--- config.mk ---
export PLATFORM = sky130hd
export DESIGN_NAME = flexsoc_irq_ctrl_flat
export DESIGN_NICKNAME = d
export VERILOG_FILES = /design/src/rtl/flexsoc_irq_pkg.sv /design/src/rtl/flexsoc_irq_ctrl_if.sv /design/src/rtl/irq_pulse_cell.sv /design/src/rtl/flexsoc_irq_ctrl.sv /design/src/flat_wrapper.sv
export SDC_FILE = /design/constraint.sdc
export NUM_CORES = 1
export LEC_CHECK = 0
export ABC_AREA = 1
export BUFFER_PORTS_ARGS = -buffer_cell sky130_fd_sc_hd__buf_2
export CAP_MARGIN = 15
export CORE_MARGIN = 5
export CORE_UTILIZATION = 46
export CTS_CLUSTER_DIAMETER = 60
export CTS_CLUSTER_SIZE = 25
export DETAILED_ROUTE_END_ITERATION = 16
export GPL_ROUTABILITY_DRIVEN = 0
export PLACE_DENSITY_LB_ADDON = 0.15
export SYNTH_ARGS = -nofsm -noshare
export SYNTH_HDL_FRONTEND = slang
export SYNTH_SLANG_ARGS = --single-unit
--- constraint.sdc ---
create_clock -name CLK -period 1.7 [get_ports CLK]
set_input_delay 0.34 -clock CLK [delete_from_list [all_inputs] [get_ports CLK]]
set_output_delay 0.34 -clock CLK [all_outputs]
set_load 0.01 [all_outputs]
--- src/rtl/flexsoc_irq_pkg.sv ---
// Shared constants and helpers for the flexsoc IRQ conditioning stage.
//   EVT_CNT_W : width of the saturating event counter
//   IRQ_MAX   : largest legal NUM_IRQ
//   cnt_w()   : pulse down-counter width for a given pulse length
package flexsoc_irq_pkg;

   localparam int unsigned EVT_CNT_W = 16;
   localparam int unsigned IRQ_MAX   = 240;

   // Wide enough to hold the value len itself.
   function automatic int unsigned cnt_w(int len);
      return $clog2(len + 1);
   endfunction

endpackage

--- src/rtl/flexsoc_irq_ctrl_if.sv ---
// Host/remote side bundle of the IRQ conditioning stage.
//   master : CSR/bridge side, drives the request inputs, observes the status
//   slave  : flexsoc_irq_ctrl side
//   CSR_LEVEL, CSR_EDGE_WR, CSR_EDGE_DATA, REMOTE_IRQ, REMOTE_EN, CNT_CLR : requests
//   IRQ, EDGE_PEND, EVT_CNT : conditioned vector to the core and CSR readback
interface flexsoc_irq_ctrl_if
   import flexsoc_irq_pkg::*;
#(
   parameter int unsigned NUM_IRQ = 32
) ();

   logic [NUM_IRQ-1:0]   CSR_LEVEL;
   logic                 CSR_EDGE_WR;
   logic [NUM_IRQ-1:0]   CSR_EDGE_DATA;
   logic [NUM_IRQ-1:0]   REMOTE_IRQ;
   logic                 REMOTE_EN;
   logic                 CNT_CLR;
   logic [NUM_IRQ-1:0]   IRQ;
   logic [NUM_IRQ-1:0]   EDGE_PEND;
   logic [EVT_CNT_W-1:0] EVT_CNT;

   modport master (
      output CSR_LEVEL, CSR_EDGE_WR, CSR_EDGE_DATA, REMOTE_IRQ, REMOTE_EN, CNT_CLR,
      input  IRQ, EDGE_PEND, EVT_CNT
   );

   modport slave (
      input  CSR_LEVEL, CSR_EDGE_WR, CSR_EDGE_DATA, REMOTE_IRQ, REMOTE_EN, CNT_CLR,
      output IRQ, EDGE_PEND, EVT_CNT
   );

endinterface

--- src/rtl/irq_pulse_cell.sv ---
// One IRQ line: remote synchroniser, history flop, rising-edge detect and
// retriggerable pulse down-counter.
//   CLK, PORESETn : clock, async active-low reset
//   remote_irq    : asynchronous level from the remote bridge
//   remote_en     : allows remote rising edges to start a pulse
//   csr_ld        : CSR edge strobe already qualified for this line
//   ld            : this line loads its counter this cycle
//   pend          : pulse in progress (counter non-zero)
module irq_pulse_cell
   import flexsoc_irq_pkg::*;
#(
   parameter int unsigned PULSE_LEN   = 4,
   parameter int unsigned SYNC_STAGES = 2
) (
   input  logic CLK,
   input  logic PORESETn,
   input  logic remote_irq,
   input  logic remote_en,
   input  logic csr_ld,
   output logic ld,
   output logic pend
);

   localparam int unsigned CNT_W = cnt_w(PULSE_LEN);
   localparam logic [CNT_W-1:0] CNT_LOAD = CNT_W'(PULSE_LEN);

   logic [SYNC_STAGES-1:0] sync_q;
   logic                   hist_q;
   logic                   synced;
   logic                   rise;
   logic [CNT_W-1:0]       cnt_q;
   logic [CNT_W-1:0]       cnt_d;

   assign synced = sync_q[SYNC_STAGES-1];
   assign rise   = synced & ~hist_q;
   // A CSR strobe and a remote edge together still give a single load.
   assign ld     = csr_ld | (remote_en & rise);
   assign pend   = (cnt_q != '0);

   always_comb begin
      cnt_d = cnt_q;
      if (ld) begin
         cnt_d = CNT_LOAD;                  // retrigger reloads, never adds
      end else if (cnt_q != '0) begin
         cnt_d = cnt_q - CNT_W'(1);
      end
   end

   // History follows the synced level even while disabled, so enabling with
   // the line already high does not fake an edge.
   always_ff @(posedge CLK or negedge PORESETn) begin
      if (!PORESETn) begin
         sync_q <= '0;
         hist_q <= 1'b0;
         cnt_q  <= '0;
      end else begin
         sync_q <= {sync_q[SYNC_STAGES-2:0], remote_irq};
         hist_q <= synced;
         cnt_q  <= cnt_d;
      end
   end

endmodule

--- src/rtl/flexsoc_irq_ctrl.sv ---
// IRQ conditioning stage in front of the Cortex-M3 INTISR input. Merges CSR
// level bits, CSR edge strobes and synchronised remote edges into one
// registered vector, with pulse-pending readback and a saturating count of
// cycles in which any pulse was loaded.
//   CLK, PORESETn : clock, async active-low reset
//   bus (slave)   : CSR/remote requests in; IRQ, EDGE_PEND, EVT_CNT out
// NUM_IRQ must be 1..IRQ_MAX, PULSE_LEN >= 1, SYNC_STAGES >= 2, and NUM_IRQ
// must match the width of the connected interface.
module flexsoc_irq_ctrl
   import flexsoc_irq_pkg::*;
#(
   parameter int unsigned NUM_IRQ     = 32,
   parameter int unsigned PULSE_LEN   = 4,
   parameter int unsigned SYNC_STAGES = 2
) (
   input  logic               CLK,
   input  logic               PORESETn,
   flexsoc_irq_ctrl_if.slave  bus
);

   localparam logic [EVT_CNT_W-1:0] EVT_MAX = '1;

   logic [NUM_IRQ-1:0]   lvl_q;
   logic [NUM_IRQ-1:0]   ld;
   logic [NUM_IRQ-1:0]   pend;
   logic                 ld_any;
   logic [EVT_CNT_W-1:0] evt_q;
   logic [EVT_CNT_W-1:0] evt_d;

   for (genvar i = 0; i < NUM_IRQ; i++) begin : gen_cell
      irq_pulse_cell #(
         .PULSE_LEN   (PULSE_LEN),
         .SYNC_STAGES (SYNC_STAGES)
      ) u_cell (
         .CLK        (CLK),
         .PORESETn   (PORESETn),
         .remote_irq (bus.REMOTE_IRQ[i]),
         .remote_en  (bus.REMOTE_EN),
         .csr_ld     (bus.CSR_EDGE_WR & bus.CSR_EDGE_DATA[i]),
         .ld         (ld[i]),
         .pend       (pend[i])
      );
   end

   assign ld_any = |ld;

   always_comb begin
      evt_d = evt_q;
      if (bus.CNT_CLR) begin
         evt_d = '0;                        // clear beats a same-cycle increment
      end else if (ld_any && (evt_q != EVT_MAX)) begin
         evt_d = evt_q + EVT_CNT_W'(1);
      end
   end

   always_ff @(posedge CLK or negedge PORESETn) begin
      if (!PORESETn) begin
         lvl_q <= '0;
         evt_q <= '0;
      end else begin
         lvl_q <= bus.CSR_LEVEL;
         evt_q <= evt_d;
      end
   end

   // Both terms come straight from flops, so the OR cannot glitch low when a
   // pulse ends under a held level.
   assign bus.IRQ       = lvl_q | pend;
   assign bus.EDGE_PEND = pend;
   assign bus.EVT_CNT   = evt_q;

endmodule

--- src/flat_wrapper.sv ---
// flat-port wrapper written by rule: the top's interface ports become plain ports
module flexsoc_irq_ctrl_flat import flexsoc_irq_pkg::*;
#(
   parameter int unsigned NUM_IRQ     = 32,
   parameter int unsigned PULSE_LEN   = 4,
   parameter int unsigned SYNC_STAGES = 2
)
  (CLK, PORESETn, bus_CSR_LEVEL, bus_CSR_EDGE_WR, bus_CSR_EDGE_DATA, bus_REMOTE_IRQ, bus_REMOTE_EN, bus_CNT_CLR, bus_IRQ, bus_EDGE_PEND, bus_EVT_CNT);
  flexsoc_irq_ctrl_if #(.NUM_IRQ(NUM_IRQ)) bus_i ();
  input  logic CLK;
  input  logic PORESETn;
  input wire logic [$bits(bus_i.CSR_LEVEL)-1:0] bus_CSR_LEVEL;
  input wire logic [$bits(bus_i.CSR_EDGE_WR)-1:0] bus_CSR_EDGE_WR;
  input wire logic [$bits(bus_i.CSR_EDGE_DATA)-1:0] bus_CSR_EDGE_DATA;
  input wire logic [$bits(bus_i.REMOTE_IRQ)-1:0] bus_REMOTE_IRQ;
  input wire logic [$bits(bus_i.REMOTE_EN)-1:0] bus_REMOTE_EN;
  input wire logic [$bits(bus_i.CNT_CLR)-1:0] bus_CNT_CLR;
  output wire logic [$bits(bus_i.IRQ)-1:0] bus_IRQ;
  output wire logic [$bits(bus_i.EDGE_PEND)-1:0] bus_EDGE_PEND;
  output wire logic [$bits(bus_i.EVT_CNT)-1:0] bus_EVT_CNT;
  assign bus_i.CSR_LEVEL = bus_CSR_LEVEL;
  assign bus_i.CSR_EDGE_WR = bus_CSR_EDGE_WR;
  assign bus_i.CSR_EDGE_DATA = bus_CSR_EDGE_DATA;
  assign bus_i.REMOTE_IRQ = bus_REMOTE_IRQ;
  assign bus_i.REMOTE_EN = bus_REMOTE_EN;
  assign bus_i.CNT_CLR = bus_CNT_CLR;
  assign bus_IRQ = bus_i.IRQ;
  assign bus_EDGE_PEND = bus_i.EDGE_PEND;
  assign bus_EVT_CNT = bus_i.EVT_CNT;
  flexsoc_irq_ctrl #(.NUM_IRQ(NUM_IRQ), .PULSE_LEN(PULSE_LEN), .SYNC_STAGES(SYNC_STAGES)) u_core (.CLK(CLK), .PORESETn(PORESETn), .bus(bus_i));
endmodule
======== Word level (Yosys, flattened, before mapping) ========
Index checks and enable logic that the tools add are counted.
word-level totals
  register bits ........................... 240
  input bits .............................. 101
  output and inout port bits .............. 80
  word-level logic and storage cells ...... 426
cells by class
  $add $sub $neg .......................... 33
  equal/unequal tests ..................... 1
  muxes and demuxes ....................... 66
  bitwise operators ....................... 161
  reduce and logical (&&, ||, !) cells .... 67
operators by type and width
  cell                     count
  $mux W3                  64
  $and A1 B1 Y1            96
  $reduce_bool A3 Y1       32
  $sub A3 B1 Y3 const B    32
  $reduce_bool A2 Y1       33
  $mux W16                 2
  $not A1 Y1               32
  $or A1 B1 Y1             32
  $or A32 B32 Y32          1
  $reduce_or A32 Y1        1
  $add A16 B1 Y16 const B  1
  $ne A16 B16 Y1 const B   1
  $logic_and A1 B1 Y1      1

======== Depth between registers and ports, before layout ========
Gate-level depths: netlist of run 1.
  word-level depth ........................ 8
  gate-level depth with buffers ........... 12
  gate-level depth less buffers ........... 11

======== Hierarchy ========
Synthesis of run 1 repeated with hierarchy kept, for this count alone.
unflattened totals
  cell total of the unflattened synthesis .. 1,337
  area total of the unflattened synthesis .. 11,383.4 µm²
by module, submodules not included
  module            times used  cells an instance  area each (µm²)  sequential area each (µm²)
  irq_pulse_cell    32          32                 276.5            150.1
  flexsoc_irq_ctrl  1           313                2,534.9          1,201.2

======== Least setup slack after synthesis of run 1 ========
No wires, ideal clock.
  path type ............................... flip-flop to flip-flop
  from .................................... register u_core.evt_q[0], in the netlist u_core.bus.EVT_CNT[0]
  to ...................................... register u_core.evt_q[13], in the netlist u_core.bus.EVT_CNT[13]
  library setup time ...................... 118 ps
  data arrival time ....................... 1,578 ps
  data required time ...................... 1,582 ps
  path slack .............................. 3 ps
  stages on the path, launching flop included .. 12
  buffers on the path ..................... 1
  clock period less this slack ............ 1,697 ps
  cells stage by stage .................... dfrtp_1 -> ha_1 -> nand2_1 -> inv_2 -> nand2_2 -> nor2_4 -> nand2_2 -> nor2_2 -> nand4_4 -> buf_2 -> nand4_1 -> nand2_1
between the ends
  word-level cells in the longest chain between the ends .. 3
  elaborated cells on any way between the ends .. 6
  classes of those cells .................. add/sub (1); eq/ne (1); mux (2); reduce/logical (2)
RTL lines
  element                                            RTL line                                        source
  start: declaration                                 flexsoc_irq_ctrl.sv:27                          logic [EVT_CNT_W-1:0] evt_q;
  start signal: assignment                           flexsoc_irq_ctrl.sv:62                          evt_q <= evt_d;
  $add A16 B1 Y16 or $ne A16 B16 Y1 (tied branches)  flexsoc_irq_ctrl.sv:52, flexsoc_irq_ctrl.sv:51
  $mux W16 or $logic_and A1 B1 Y1 (tied branches)    flexsoc_irq_ctrl.sv:51                          end else if (ld_any && (evt_q != EVT_MAX)) begin
  $mux W16 or $reduce_bool A2 Y1 (tied branches)     -
Several ways; a longest one is shown, not always the timed one. The select of a mux whose other input is x is not followed.
A chain may end at the register's enable or synchronous reset.

======== Worst setup path in the final report of run 1 ========
  from .................................... register u_core.gen_cell[27].u_cell.cnt_q[0]
  to ...................................... output port bus_IRQ[27]
between the ends
  word-level cells in the longest chain between the ends .. 2
RTL lines
  element                   RTL line                source
  start: declaration        irq_pulse_cell.sv:31    logic [CNT_W-1:0] cnt_q;
  start signal: assignment  irq_pulse_cell.sv:59    cnt_q <= cnt_d;
  $reduce_bool A3 Y1        irq_pulse_cell.sv:38    assign pend = (cnt_q != '0);
  $or A32 B32 Y32           flexsoc_irq_ctrl.sv:68  assign bus.IRQ = lvl_q | pend;
  end: declaration          flat_wrapper.sv:18      output wire logic [$bits(bus_i.IRQ)-1:0] bus_IRQ;
No other way between the ends.

==> summary.txt, run 1 <==
Clock network
  • Total clock sinks: 240
  • CTS HTree Levels: 1
  • CTS Buffer Depth: 3
  • Num CTS Buffers: 21
  • CTS tree: done
  • Worst skew pair latency: 0.51 ns
  • Worst-path clk slew: 0.08 ns
  • Root buf cell: clkbuf_16

Synth
  • Avg Cell Area, Syn: 10.2 um2
  • Leading area contributor after synthesis: dfrtp_1
  • Synth Flop Type: dfrtp_1
  • Post-synth cell types: 30
  • Sequential element share of the synthesized area: 0.557
  • Dominant cells by area after synthesis: dfrtp_1, ha_1, inv_1
  • Async set-reset flop share out of synthesis: 1.00
  • YS warnings: 0
  • Synth top area share: 0.557
  • FF+latch count, synth: 240
  • Post-synth net total: 1225
  • Post-synth EDFFs: 0
  • Top cells by count, synth: dfrtp_1, inv_1, nand2_1
  • Mapped Area: 10800 um2
  • Cells after Synth: 1059
  • Most frequent cell after synthesis: dfrtp_1

Route
  • Antenna-violating nets left: 0
  • Via count: 8457
  • WL final: 26200 um
  • WL/cell: 14.2 um
  • Iter 0 DRT Violations: 410
  • Remaining DRCs: 0
  • Vias/cell: 4.60
  • DRT Pass-1 Iters: 4

Timing
  • Actual slew at the worst max-slew pin: 0.366 ns
  • Setup violators final: 61
  • Hold Slack: 0.117 ns
  • Final worst setup slack: -0.262 ns
  • Fin crit period: 1.96 ns
  • Fin. max-slew vios: 0
  • Final hold vios: 0
  • Tcrit/Tclk final: 1.15
  • RSZ-0062 raised after global routing: yes
  • Worst clock skew: 0.0238 ns
  • Relative slew slack: 0.756
  • Max Fclk: 510 MHz

Layout
  • Final instance area: 16200 um2
  • Antenna cells: 0
  • Area grow syn2layout: 50.7%
  • Post-layout nets: 1670
  • Final core utilization: 0.698
  • Share of layout cells above drive strength 1: 0.439

Power and ir drop
  • Leak pwr: 8.23 nW
  • Peak supply drop: 1000 uV
  • Pwr Density: 1510 nW/um2

Run status
  • Status: complete, but fails checks
  • Violated checks: negative setup slack

Setup path
  • Critical path type: flop to output port
  • WP data arrival: 1.62 ns
  • Crit end category: output port
  • Peak fanout along the critical path: 2
  • Critical Path RT: 1.36 ns
  • Crit start category: flop

Die
  • Die X: 163 um
  • Rows: 56
  • Total die area: 26600 um2
  • Die Ht: 163 um
  • Core area: 23300 um2
  • # IOs: 181
  • Initial Util: 0.463

Global routing
  • First-pass GRT wire length: 43000 um
  • Largest net degree at the start of global routing: 43
  • Global Route Usage Sum: 0.197
  • Number of global-route vias before repair: 8931
  • GR Overflow Total: 0
  • Initial antenna violation count: 2

Min path
  • Hold Path Class: input pin to flop

Job
  • Max-cap check violation count: 0

Placed design
  • Post-DP Area: 12500 um2
  • Hpwl dp: 16100 um
  • Port buffer count: 180
## cell usage in the layout, fill, tap and decap left out, types with 19 or more instances in the layout
cell type / netlist / final
inv_1: 186 / 118
ha_1: 65 / 32
buf_6: 4 / 94
ha_4: 0 / 32
nand2_1: 135 / 104
nor2_1: 95 / 91
nand3_1: 43 / 29
clkbuf_16: 0 / 22
nand2_4: 3 / 34
nand3b_1: 27 / 27
nand3_2: 12 / 26
buf_2: 6 / 115
xnor2_1: 19 / 19
buf_4: 34 / 182
or2_4: 0 / 32
xor2_1: 23 / 23
dfrtp_1: 240 / 240
inv_2: 1 / 69
dlygate4sd3_1: 0 / 65
o31ai_1: 32 / 32
## power by group
part | switching, W | internal [W] | total [W]
Sequential | 0.000696 | 0.00700 | 0.00769
Clock | 0.00231 | 0.00273 | 0.00504
Combinational | 0.00528 | 0.00658 | 0.0119
## cells by family (layout without fill, tap and decap cells)
kind of cell | Yosys count | in the layout | share of synthesized area
compound gates | 68 | 68 | 0.0440
xor+xnor | 42 | 42 | 0.0341
fa+ha+maj | 65 | 65 | 0.0755
buf+inv | 232 | 691 | 0.0961
flops | 240 | 240 | 0.557
simple gates | 412 | 412 | 0.193
## critical path, cell delays in order, from the launching register on
cell,delay (ns)
dfrtp_1,0.40
inv_2,0.09
ha_4,0.12
inv_2,0.03
nor2_4,0.08
inv_2,0.05
or2_4,0.22
buf_6,0.12
## state kept, by name, indices dropped and copies added (netlist names)
name,count
u_core.gen_cell.u_cell.cnt_q,96
u_core.gen_cell.u_cell.sync_q,64
u_core.gen_cell.u_cell.hist_q,32
u_core.lvl_q,32
u_core.bus.EVT_CNT,16
## repair_timing
| item | 4_1_cts | 5_1_grt |
|---|---|---|
| pin swaps | 54 | 25 |
| hold endpoints to repair | 97 | 0 |
| setup buffers | 104 | 36 |
| setup endpoints to repair | 68 | 80 |
| resized for setup | 317 | 29 |
| gates cloned | 0 | 1 |
| hold buffers | 65 | 0 |
## layout make-up
class	instances	area, um2
flip-flops and latches	240	6010
well taps	319	399
multi-input cells	587	4540
clock buffers	23	543
clock inverters	14	183
repair buffers	467	3870
fillers	1710	7020
inverters	187	702
## per-layer routing
layer / GRT usage / routed length [um]
met1: 0.249 / 11200
met2: 0.346 / 13000
met3: 0.0346 / 1110
met5: 0 / 21
met4: 0.0614 / 776
## final timing paths
kind                                                     startpoint                                    to  slack [ns]  depth (start not counted)
worst max register to register                u_core.bus.EVT_CNT[1]                u_core.bus.EVT_CNT[12]       -0.01                         12
max in group asynchronous                                  PORESETn  u_core.gen_cell[20].u_cell.sync_q[1]        0.80                          3
worst min register to register  u_core.gen_cell[4].u_cell.sync_q[0]   u_core.gen_cell[4].u_cell.sync_q[1]        0.35                          0
worst max-delay path            u_core.gen_cell[27].u_cell.cnt_q[0]                           bus_IRQ[27]       -0.26                          7
min in group asynchronous                                  PORESETn                       u_core.lvl_q[8]        0.32                          2
worst min-delay path                                    bus_CNT_CLR                u_core.bus.EVT_CNT[14]        0.12                          4
## per-stage QoR
step                instances  TNS [ns]  power, W  setup WS (ns)
finish                   1837     -5.67    0.0246         -0.262
global route             1837    -11.71    0.0264         -0.340
CTS                      1800     -6.76    0.0238         -0.312
detailed placement       1594     -3.92    0.0142         -0.275
global placement         1594     -3.41    0.0140         -0.240
floorplan                1059         0    0.0124        0.00343
No activity file was read; power rests on OpenSTA's default activity.
==> run 2: changes to the inputs <==
Settings changed: ABC_AREA 1 to default, CTS_CLUSTER_DIAMETER 60 to 40.
==> summary.txt, run 2 <==
Global routing
  • GR Overflow Total: 0 (unchanged)
  • Global Route Usage Sum: 0.217 (was 0.197)
  • Largest net degree at the start of global routing: 51 (was 43)
  • Number of global-route vias before repair: 8792 (was 8931)
  • Initial antenna violation count: 3 (was 2)
  • First-pass GRT wire length: 43500 um (was 43000 um)

Clock network
  • CTS tree: done (unchanged)
  • Worst skew pair latency: 0.50 ns (was 0.51 ns)
  • Num CTS Buffers: 37 (was 21)
  • CTS Buffer Depth: 3 (unchanged)
  • CTS HTree Levels: 2 (was 1)
  • Total clock sinks: 240 (unchanged)
  • Root buf cell: clkbuf_16 (unchanged)
  • Worst-path clk slew: 0.05 ns (was 0.08 ns)

Route
  • Top sig layer: met4 (was met5)
  • Via count: 8391 (was 8457)
  • Iter 0 DRT Violations: 406 (was 410)
  • Met2 wire length: 15100 um (was 13000 um)
  • Wl on met1: 11500 um (was 11200 um)
  • DR WL met3: 1450 um (was 1110 um)
  • DRT Pass-1 Iters: 7 (was 4)
  • Antenna-violating nets left: 0 (unchanged)
  • Vias/cell: 4.86 (was 4.60)
  • Remaining DRCs: 0 (unchanged)
  • WL final: 28800 um (was 26200 um)
  • WL/cell: 16.7 um (was 14.2 um)

Setup path
  • Crit start category: flop (unchanged)
  • Peak fanout along the critical path: 4 (was 2)
  • Critical path type: flop to flop (was flop to output port)
  • Crit end category: flop (was output port)
  • WP data arrival: 2.41 ns (was 1.62 ns)
  • Critical Path RT: 2.07 ns (was 1.36 ns)

Layout
  • Area grow syn2layout: 66.8% (was 50.7%)
  • Layout fillers: 1226 (was 1710)
  • Post-layout nets: 1589 (was 1670)
  • Final core utilization: 0.777 (was 0.698)
  • Share of layout cells above drive strength 1: 0.520 (was 0.439)
  • Non-filler cells, final: 1728 (was 1837)
  • Most frequent cells in the layout: buf_4, dfrtp_1, buf_2, buf_6, nor2_1 (was dfrtp_1, buf_4, inv_1, buf_2, nand2_1)
  • Biggest regs: u_core.gen_cell.u_cell.cnt_q x96, u_core.gen_cell.u_cell.sync_q x64 (unchanged)
  • Commonest non-fill, non-tap cell in the layout: buf_4 (was dfrtp_1)
  • Max reg flops: 96 (unchanged)
  • Biggest register: u_core.gen_cell.u_cell.cnt_q (unchanged)

Synth
  • Post-synth net total: 1014 (was 1225)
  • Synth Flop Type: dfrtp_1 (unchanged)
  • Multiplexer share of the synthesized area: 0.00211 (was 0)
  • YS warnings: 0 (unchanged)
  • Post-synth EDFFs: 0 (unchanged)
  • Synth top area share: 0.595 (was 0.557)
  • Async set-reset flop share out of synthesis: 1.00 (unchanged)
  • Post-synthesis xor/xnor area fraction: 0.0304 (was 0.0341)
  • Post-Synth Adder-Cell Area: 0.0805 (was 0.0755)
  • Dominant cells by area after synthesis: dfrtp_1, ha_1, inv_1 (unchanged)
  • Top cells by count, synth: dfrtp_1, inv_1, nor2_1 (was dfrtp_1, inv_1, nand2_1)
  • Cells after Synth: 848 (was 1059)
  • Avg Cell Area, Syn: 11.9 um2 (was 10.2 um2)
  • Sequential element share of the synthesized area: 0.595 (was 0.557)
  • Post-synthesis share of cell area spent on and, or, nand and nor gates: 0.129 (was 0.193)
  • Most frequent cell after synthesis: dfrtp_1 (unchanged)
  • Synth Area in Compound Gates: 0.0970 (was 0.0440)
  • FF+latch count, synth: 240 (unchanged)
  • Post-synth cell types: 38 (was 30)
  • Leading area contributor after synthesis: dfrtp_1 (unchanged)
  • Largest family of logic cells by synthesized area: simple AND/OR/NAND/NOR gates (unchanged)
  • Mapped Area: 10100 um2 (was 10800 um2)

Timing
  • RSZ-0062 raised after global routing: yes (unchanged)
  • Relative slew slack: 0.708 (was 0.756)
  • Tcrit/Tclk final: 1.20 (was 1.15)
  • Final hold vios: 0 (unchanged)
  • Fin crit period: 2.04 ns (was 1.96 ns)
  • Final worst setup slack: -0.338 ns (was -0.262 ns)
  • Setup violators final: 80 (was 61)
  • Fin. max-slew vios: 0 (unchanged)
  • Worst clock skew: 0.0165 ns (was 0.0238 ns)
  • Setup tns final: -11.65 ns (was -5.67 ns)
  • Actual slew at the worst max-slew pin: 0.437 ns (was 0.366 ns)
  • Max Fclk: 491 MHz (was 510 MHz)

Die
  • Die X: 158 um (was 163 um)
  • Initial Util: 0.466 (was 0.463)
  • Core area: 21700 um2 (was 23300 um2)
  • Rows: 54 (was 56)
  • Total die area: 25000 um2 (was 26600 um2)
  • Die Ht: 158 um (was 163 um)
  • # IOs: 181 (unchanged)

Job
  • Max-cap check violation count: 0 (unchanged)

Placed design
  • Port buffer count: 180 (unchanged)
  • Hpwl dp: 15500 um (was 16100 um)
  • Placed cells: 1381 (was 1594)

Run status
  • Violated checks: negative setup slack (unchanged)
  • Status: complete, but fails checks (unchanged)

Power and ir drop
  • Peak supply drop: 1140 uV (was 1000 uV)
  • Leak pwr: 8.30 nW (was 8.23 nW)
  • Pwr Density: 1740 nW/um2 (was 1510 nW/um2)
  • Total power: 0.0293 W (was 0.0246 W)

Min path
  • Hold Path Class: input pin to flop (unchanged)
[run 2: cell types whose count changed in the layout (fill, tap and decap cells not counted), sizes merged, moves of 29 or more]
| cell | delta |
|---|---|
| inv | -93 |
| a211oi | +32 |
| nand3 | -52 |
| a211o | +32 |
| nand3b | -29 |
| nand2 | -142 |
| nor2b | +29 |
| nand2b | +33 |
| a32o | +31 |
| buf | +111 |
| o31ai | -32 |
[run 2: final cells by class]
class                           instances  area (um2)  share of cell area
Antenna cell                            3        7.51            0.000446
Sequential cell                       240        6010               0.356
Timing Repair Buffer                  577        4680               0.278
Tap cell                              280         350              0.0208
Clock inverter                         14         186              0.0111
Multi-Input combinational cell        466        4240               0.252
Inverter                              101         379              0.0225
Clock buffer                           47         993              0.0590
[run 2: cell families after synthesis]
kind of cell | after synthesis
AOI/OAI and AO/OA | 119
xor gates and xnor gates | 35
adders and majority gates | 65
buffers and inverters | 142
DFF | 240
muxes | 2
and+or+nand+nor | 245
[run 2: power by group]
part,total (W),switching [W],internal [W]
clock,0.00729,0.00258,0.00471
sequential,0.00794,0.000911,0.00703
combinational,0.0141,0.00562,0.00847
[run 2: worst max-delay path, cell delays in order, from the launching register on]
cell     delay, ns
dfrtp_1       0.41
a32o_2        0.30
nor4_2        0.40
nand4_4       0.19
o21ai_4       0.24
nor3_1        0.07
mux2_1        0.30
[run 2: final timing paths]
kind / endpoint / from / slack [ns] / cells after the start
max in group asynchronous: u_core.gen_cell[8].u_cell.cnt_q[0] / PORESETn / 0.77 / 3
setup / recovery: u_core.bus.EVT_CNT[6] / u_core.gen_cell[16].u_cell.sync_q[1] / -0.34 / 6
hold / removal: u_core.bus.EVT_CNT[4] / bus_CNT_CLR / 0.24 / 2
hold reg to reg: u_core.gen_cell[23].u_cell.sync_q[1] / u_core.gen_cell[23].u_cell.sync_q[0] / 0.34 / 0
setup reg to reg: u_core.bus.EVT_CNT[6] / u_core.gen_cell[16].u_cell.sync_q[1] / -0.34 / 6
min in group asynchronous: u_core.lvl_q[5] / PORESETn / 0.35 / 2
[run 2: through the flow]
| step | setup slack (ns) | hold WS [ns] | area (um2) |
|---|---|---|---|
| after floorplan | -0.265 | 0.0444 | 10100 |
| after global placement | -0.647 | 0.291 | 12000 |
| after detailed placement | -0.695 | 0.293 | 12000 |
| after CTS | -0.355 | 0.215 | 16400 |
| after global routing | -0.436 | 0.236 | 16800 |
| final | -0.338 | 0.236 | 16800 |
[run 2: metal layers]
layer	global-route usage	vias to the layer above
li1	-	3957
met1	0.268	4157
met2	0.381	213
met3	0.0416	64
met4	0.0780	0
met5	0	-
[run 2: timing repair]
action                                  CTS  global route
buffers inserted                        163            69
endpoints found under the hold margin   104             0
hold buffers                             65             0
endpoints found under the setup margin   80            84
pin swaps                                25            31
gates resized for setup                 304            12
